## src/rtl/demux_dispatch_ctrl_pkg.sv

```systemverilog
// Shared definitions for the demux dispatch controller: default select width
// and the sequencing FSM state encoding.
package demux_dispatch_ctrl_pkg;

   localparam int SEL_W_DEF = 3;

   typedef enum logic [1:0] {
      ST_IDLE    = 2'd0,
      ST_SETUP   = 2'd1,
      ST_DRIVE   = 2'd2,
      ST_RELEASE = 2'd3
   } state_t;

endpackage

```

## src/rtl/demux_dispatch_ctrl_req_fifo.sv

```systemverilog
// Request queue for the demux dispatcher: synchronous show-ahead FIFO with
// extra-MSB pointers so full and empty are distinguished without a counter.
module demux_dispatch_ctrl_req_fifo
   import demux_dispatch_ctrl_pkg::*;
#(
   parameter int WIDTH = SEL_W_DEF + 1,
   parameter int DEPTH = 4
) (
   input  logic             clk,
   input  logic             rst,
   input  logic             push,
   input  logic             pop,
   input  logic [WIDTH-1:0] din,
   output logic [WIDTH-1:0] dout,
   output logic             full,
   output logic             empty
);

   localparam int AW = $clog2(DEPTH);
   localparam int PW = AW + 1;

   logic [PW-1:0]    wr_ptr_q, wr_ptr_d;
   logic [PW-1:0]    rd_ptr_q, rd_ptr_d;
   logic [WIDTH-1:0] mem_q [DEPTH];
   logic             do_push;
   logic             do_pop;

   always_comb begin
      empty    = (wr_ptr_q == rd_ptr_q);
      full     = (wr_ptr_q[AW-1:0] == rd_ptr_q[AW-1:0]) && (wr_ptr_q[AW] != rd_ptr_q[AW]);
      // full is judged before any pop, so a pop never frees room for a same-cycle push
      do_push  = push && !full;
      do_pop   = pop && !empty;
      wr_ptr_d = wr_ptr_q + PW'(do_push);
      rd_ptr_d = rd_ptr_q + PW'(do_pop);
      dout     = mem_q[rd_ptr_q[AW-1:0]];
   end

   always_ff @(posedge clk) begin
      if (rst) begin
         wr_ptr_q <= '0;
         rd_ptr_q <= '0;
      end else begin
         wr_ptr_q <= wr_ptr_d;
         rd_ptr_q <= rd_ptr_d;
      end
   end

   always_ff @(posedge clk) begin
      if (!rst && do_push) begin
         mem_q[wr_ptr_q[AW-1:0]] <= din;
      end
   end

endmodule

```

## src/rtl/demux_dispatch_ctrl.sv

```systemverilog
// Demux dispatch controller: queues (channel, bit) requests and sequences the
// demux sel/a/en lines through setup -> drive -> release, with optional sweep.
//
//  state   | meaning
//  --------+-----------------------------------------------------------
//  IDLE    | en low; pick next request (queue first, then sweep)
//  SETUP   | en low, sel/a settled for one cycle
//  DRIVE   | en high for HOLD_CYC cycles, sel/a frozen
//  RELEASE | en low, done pulse with done_ch = sel
module demux_dispatch_ctrl
   import demux_dispatch_ctrl_pkg::*;
#(
   parameter int SEL_W      = SEL_W_DEF,
   parameter int HOLD_CYC   = 2,
   parameter int FIFO_DEPTH = 4
) (
   input  logic             clk,
   input  logic             rst,
   input  logic             req_valid,
   output logic             req_ready,
   input  logic [SEL_W-1:0] req_ch,
   input  logic             req_bit,
   input  logic             mode_sweep,
   input  logic             sweep_bit,
   output logic             a,
   output logic             en,
   output logic [SEL_W-1:0] sel,
   output logic             busy,
   output logic             done,
   output logic [SEL_W-1:0] done_ch
);

   localparam logic [3:0] HOLD_LAST = 4'(HOLD_CYC - 1);

   state_t           state_q, state_d;
   logic [3:0]       hold_q, hold_d;
   logic [SEL_W-1:0] sel_q, sel_d;
   logic [SEL_W-1:0] sweep_q, sweep_d;
   logic [SEL_W-1:0] done_ch_q, done_ch_d;
   logic             a_q, a_d;
   logic             en_q, en_d;
   logic             done_q, done_d;

   logic             fifo_pop;
   logic             fifo_full;
   logic             fifo_empty;
   logic [SEL_W:0]   fifo_dout;

   demux_dispatch_ctrl_req_fifo #(
      .WIDTH (SEL_W + 1),
      .DEPTH (FIFO_DEPTH)
   ) u_req_fifo (
      .clk   (clk),
      .rst   (rst),
      .push  (req_valid),
      .pop   (fifo_pop),
      .din   ({req_bit, req_ch}),
      .dout  (fifo_dout),
      .full  (fifo_full),
      .empty (fifo_empty)
   );

   always_comb begin
      state_d  = state_q;
      hold_d   = hold_q;
      sel_d    = sel_q;
      a_d      = a_q;
      sweep_d  = sweep_q;
      fifo_pop = 1'b0;

      case (state_q)
         ST_IDLE: begin
            if (!fifo_empty) begin
               fifo_pop = 1'b1;
               sel_d    = fifo_dout[SEL_W-1:0];
               a_d      = fifo_dout[SEL_W];
               state_d  = ST_SETUP;
            end else if (mode_sweep) begin
               sel_d    = sweep_q;
               a_d      = sweep_bit;
               sweep_d  = sweep_q + SEL_W'(1);
               state_d  = ST_SETUP;
            end
         end
         ST_SETUP: begin
            hold_d  = 4'd0;
            state_d = ST_DRIVE;
         end
         ST_DRIVE: begin
            if (hold_q == HOLD_LAST) begin
               state_d = ST_RELEASE;
            end else begin
               hold_d = hold_q + 4'd1;
            end
         end
         ST_RELEASE: begin
            state_d = ST_IDLE;
         end
         default: begin
            state_d = ST_IDLE;
         end
      endcase

      // strobes are registered from the next state so en/done never glitch on decode
      en_d      = (state_d == ST_DRIVE);
      done_d    = (state_d == ST_RELEASE);
      done_ch_d = done_d ? sel_d : '0;
   end

   always_ff @(posedge clk) begin
      if (rst) begin
         state_q   <= ST_IDLE;
         hold_q    <= 4'd0;
         sel_q     <= '0;
         a_q       <= 1'b0;
         sweep_q   <= '0;
         en_q      <= 1'b0;
         done_q    <= 1'b0;
         done_ch_q <= '0;
      end else begin
         state_q   <= state_d;
         hold_q    <= hold_d;
         sel_q     <= sel_d;
         a_q       <= a_d;
         sweep_q   <= sweep_d;
         en_q      <= en_d;
         done_q    <= done_d;
         done_ch_q <= done_ch_d;
      end
   end

   assign req_ready = !fifo_full;
   assign busy      = (state_q != ST_IDLE) || !fifo_empty;
   assign a         = a_q;
   assign en        = en_q;
   assign sel       = sel_q;
   assign done      = done_q;
   assign done_ch   = done_ch_q;

endmodule

```

## config.mk

```make
export PLATFORM = sky130hd
export DESIGN_NAME = demux_dispatch_ctrl
export DESIGN_NICKNAME = d
export VERILOG_FILES = /design/src/rtl/demux_dispatch_ctrl_pkg.sv /design/src/rtl/demux_dispatch_ctrl_req_fifo.sv /design/src/rtl/demux_dispatch_ctrl.sv
export SDC_FILE = /design/constraint.sdc
export NUM_CORES = 1
export LEC_CHECK = 0
export ABC_CLOCK_PERIOD_IN_PS = 6510
export CAP_MARGIN = 0
export CORE_MARGIN = 2
export CORE_UTILIZATION = 62
export CTS_BUF_LIST = sky130_fd_sc_hd__clkbuf_4 sky130_fd_sc_hd__clkbuf_8
export DETAILED_ROUTE_END_ITERATION = 6
export HOLD_SLACK_MARGIN = 0.15
export PLACE_DENSITY = 0.87
export SKIP_CTS_REPAIR_TIMING = 1
export SYNTH_ARGS = -nofsm -noshare
export SYNTH_HDL_FRONTEND = slang
export SYNTH_HIERARCHICAL = 1
export SYNTH_SLANG_ARGS = --single-unit
```

## constraint.sdc

```tcl
create_clock -name clk -period 6.51 [get_ports clk]
set_clock_uncertainty 0.2 [all_clocks]
set_input_delay 0.651 -clock clk [delete_from_list [all_inputs] [get_ports clk]]
set_output_delay 0.651 -clock clk [all_outputs]
set_load 0.05 [all_outputs]
```

==> flow_metrics.tcl <==
set metrics [dict create \
    status "completed" \
    synthCells 150 \
    antenna_found_initial 0 \
    instances_no_fill 202 \
    required_ns 5.66 \
    drt_iter0_markers 29 \
    drive_gt1_share_pct 8.77 \
    power_uw 664 \
    yosys_register_bits 40 \
    timing.final.ws_setup_ns 2.96 \
    fin_util_pct 74.2 \
    die_y_um 57.8 \
    fin_crit_ns 3.55 \
    synth_warnings 6 \
    slew-limit-headroom_pct 32.5 \
    dp_slack_ns 3.29 \
    grt_pass1_vias 1275 \
    min_from "a" \
    r2r-end "u_req_fifo/rd_ptr_q[2]" \
    initial_core_util_pct 65.2 \
    gp_congestion 0.811 \
    setup_viol 0 \
    finalCritPeriodShare_pct 54.6 \
    dr.pass1.iters 4 \
    rrSetupSlack_ns 3.58 \
    fillers 196 \
    peakVddDrop_mv 0.310 \
    ys_async_sr_fraction_pct 0 \
    slew_violations 0 \
    grt_first_pass_wirelength_um 5440 \
    cp-end-kind "output pin" \
    numCtsBuffers 5 \
    regArea_um2 961 \
    wl_per_cell_um 16.1 \
    power_leakage_uw 0.000789 \
    start_kind "register" \
    worst_pin_slew_ns 1.00 \
    fin_setup_tns_ns 0 \
    rows 19 \
    crit_arrival_ns 2.70 \
    path_clk_slew_ns 0.11 \
    die_area_um2 3340 \
    synthesis.nets 169 \
    clock_latency_ns 0.34 \
    hold_depth 2 \
    rsz0062_at_grt "no" \
    fmax_ghz 0.281 \
    drc 0 \
    finalHoldViolations 0 \
    cp_max_fo 11 \
    area_growth_pct 13.9 \
    min_to "a" \
    post-dp-hpwl_um 2440 \
    grt_usage_pct 21.7 \
    nNetsFinal 189 \
    core_um2 2760 \
    clock_path_buffers 2 \
    io_pins 20 \
    die_x_um 57.8 \
    dpl.cell_count 194 \
    io_buffers 19 \
    cts_tree "done" \
    drv_cap 0 \
    r2r_cells 9 \
    multiInputGateArea_um2 768 \
    pwr_density_cell_nw_per_um2 325 \
    drt_wl_total_um 3250 \
    grt_remaining_overflow 0 \
    cts_root_buffer "clkbuf_4" \
    synth-seq-area-share_pct 53.5 \
    ctsHtreeMaxLevel 2 \
    syn_area_um2 1800 \
    syn_avg_cell_area_um2 12.0 \
    hold_path.class "reg -> reg" \
    grt_max_degree 24 \
    yosysUniqueCellTypes 36 \
    cts.sinks 40 \
    vias 1220 \
    synth_ff_type "dfxtp_1" \
    n_antenna_cell 0 \
    detail-route-antenna-nets 0 \
    path_class "reg -> out" \
    r2r_start "u_req_fifo/rd_ptr_q[0]" \
    synth_edf_count 16 \
    viasPerCell 6.04 \
]
-- worst max-delay path, cell delays in order (launching register included) --
cell and delay, ns:
dfxtp_1 0.57, xor2_1 0.18, nor3_1 0.80, nand2_1 0.09, clkdlybuf4s50_1 0.74
-- Yosys cell counts (2+ instances only) --
cell type  count  area share [%]
inv_1          8             1.7
nor2_1        14             2.9
edfxtp_1      16              27
a21oi_1        4             1.1
mux2i_1        2             1.1
ha_1          10             7.0
o22ai_1        8             2.8
dfxtp_1       24              27
nor3_1         2            0.56
a211oi_1       2            0.84
o31a_1         2            0.98
xor2_1         6             2.9
nand2_1        4            0.84
nand2b_1       3             1.0
nand3_1        2            0.56
nand4bb_1      2             1.3
nor2b_1        6             2.1
nand4b_1       2            0.98
xnor2_1        5             2.4
buf_2          3            0.84
a21o_1         4             1.7
a31oi_1        4             1.4
mux4_2         4             5.0
-- worst max path at each step --
| stage | depth (start not counted) | endpoint | startpoint | slack, ns |
|---|---|---|---|---|
| global route | 4 | busy | u_req_fifo/rd_ptr_q[0] | 2.61 |
| floorplan | 5 | busy | u_req_fifo/rd_ptr_q[0] | 4.30 |
| global placement | 4 | busy | u_req_fifo/rd_ptr_q[0] | 3.33 |
| finish | 4 | busy | u_req_fifo/rd_ptr_q[0] | 2.96 |
| detailed placement | 4 | busy | u_req_fifo/rd_ptr_q[0] | 3.29 |
| CTS | 4 | busy | u_req_fifo/rd_ptr_q[0] | 2.92 |
-- metrics by stage --
step / hold WS (ns) / area [µm²]
finish: 0.333 / 2050
global placement: 0.313 / 1990
floorplan: 0.280 / 1800
CTS: 0.340 / 2050
global route: 0.356 / 2050
detailed placement: 0.325 / 1990
-- per-layer routing --
layer / vias up / wire length [µm] / global-route usage, %
met2: 39 / 1720 / 36.2
met4: 0 / 34 / 11.3
met1: 590 / 1330 / 24.8
met3: 6 / 163 / 7.14
li1: 585 / - / -
met5: - / 0 / 0
-- registers in the layout (all words and copies together), names as in the netlist --
signal               count
u_req_fifo/mem_q        16
sel                      3
sweep_q                  3
en                       1
u_req_fifo/rd_ptr_q      3
hold_q                   4
done_ch                  3
u_req_fifo/wr_ptr_q      3
done                     1
state_q                  2
a                        1
-- layout by cell type (no fill, tap or decap), types with 2 or more instances in the layout --
master / netlist / final
ha_1: 10 / 10
o31a_1: 2 / 2
dfxtp_1: 24 / 24
nor2_1: 14 / 14
mux4_2: 4 / 4
nand3_1: 2 / 2
nand2b_1: 3 / 3
clkdlybuf4s50_1: 0 / 19
edfxtp_1: 16 / 16
a21oi_1: 4 / 4
o22ai_1: 8 / 8
a211oi_1: 2 / 2
nand2_1: 4 / 4
nand4b_1: 2 / 2
xor2_1: 6 / 6
a31oi_1: 4 / 4
nor2b_1: 6 / 6
mux2i_1: 2 / 2
inv_1: 8 / 8
xnor2_1: 5 / 5
nand4bb_1: 2 / 2
a21o_1: 4 / 4
nor3_1: 2 / 2
clkbuf_4: 0 / 6
-- cell families after synthesis --
family | synth area share [%]
fa+ha+maj | 6.96
simple gates | 13.9
xor+xnor | 5.36
buf+inv | 3.76
mux | 6.13
flops | 53.5
compound gates | 10.4
-- cell type report --
cell class / instances / area share (%)
inverter: 8 / 1.47
clock inverter: 2 / 0.612
multi-input combinational: 96 / 37.6
tap: 31 / 1.90
sequential: 40 / 47.0
clock buffer: 6 / 2.20
timing repair buffer: 19 / 9.30
-- where the power goes --
group	internal (µW)	switching (µW)	leakage, µW	total [µW]
Clock	45.9	74.9	0.0000317	121
Sequential	285	25.4	0.000341	311
Combinational	93.6	139	0.000417	232
Total	425	239	0.000789	664
No activity file was read; power rests on OpenSTA's default activity.
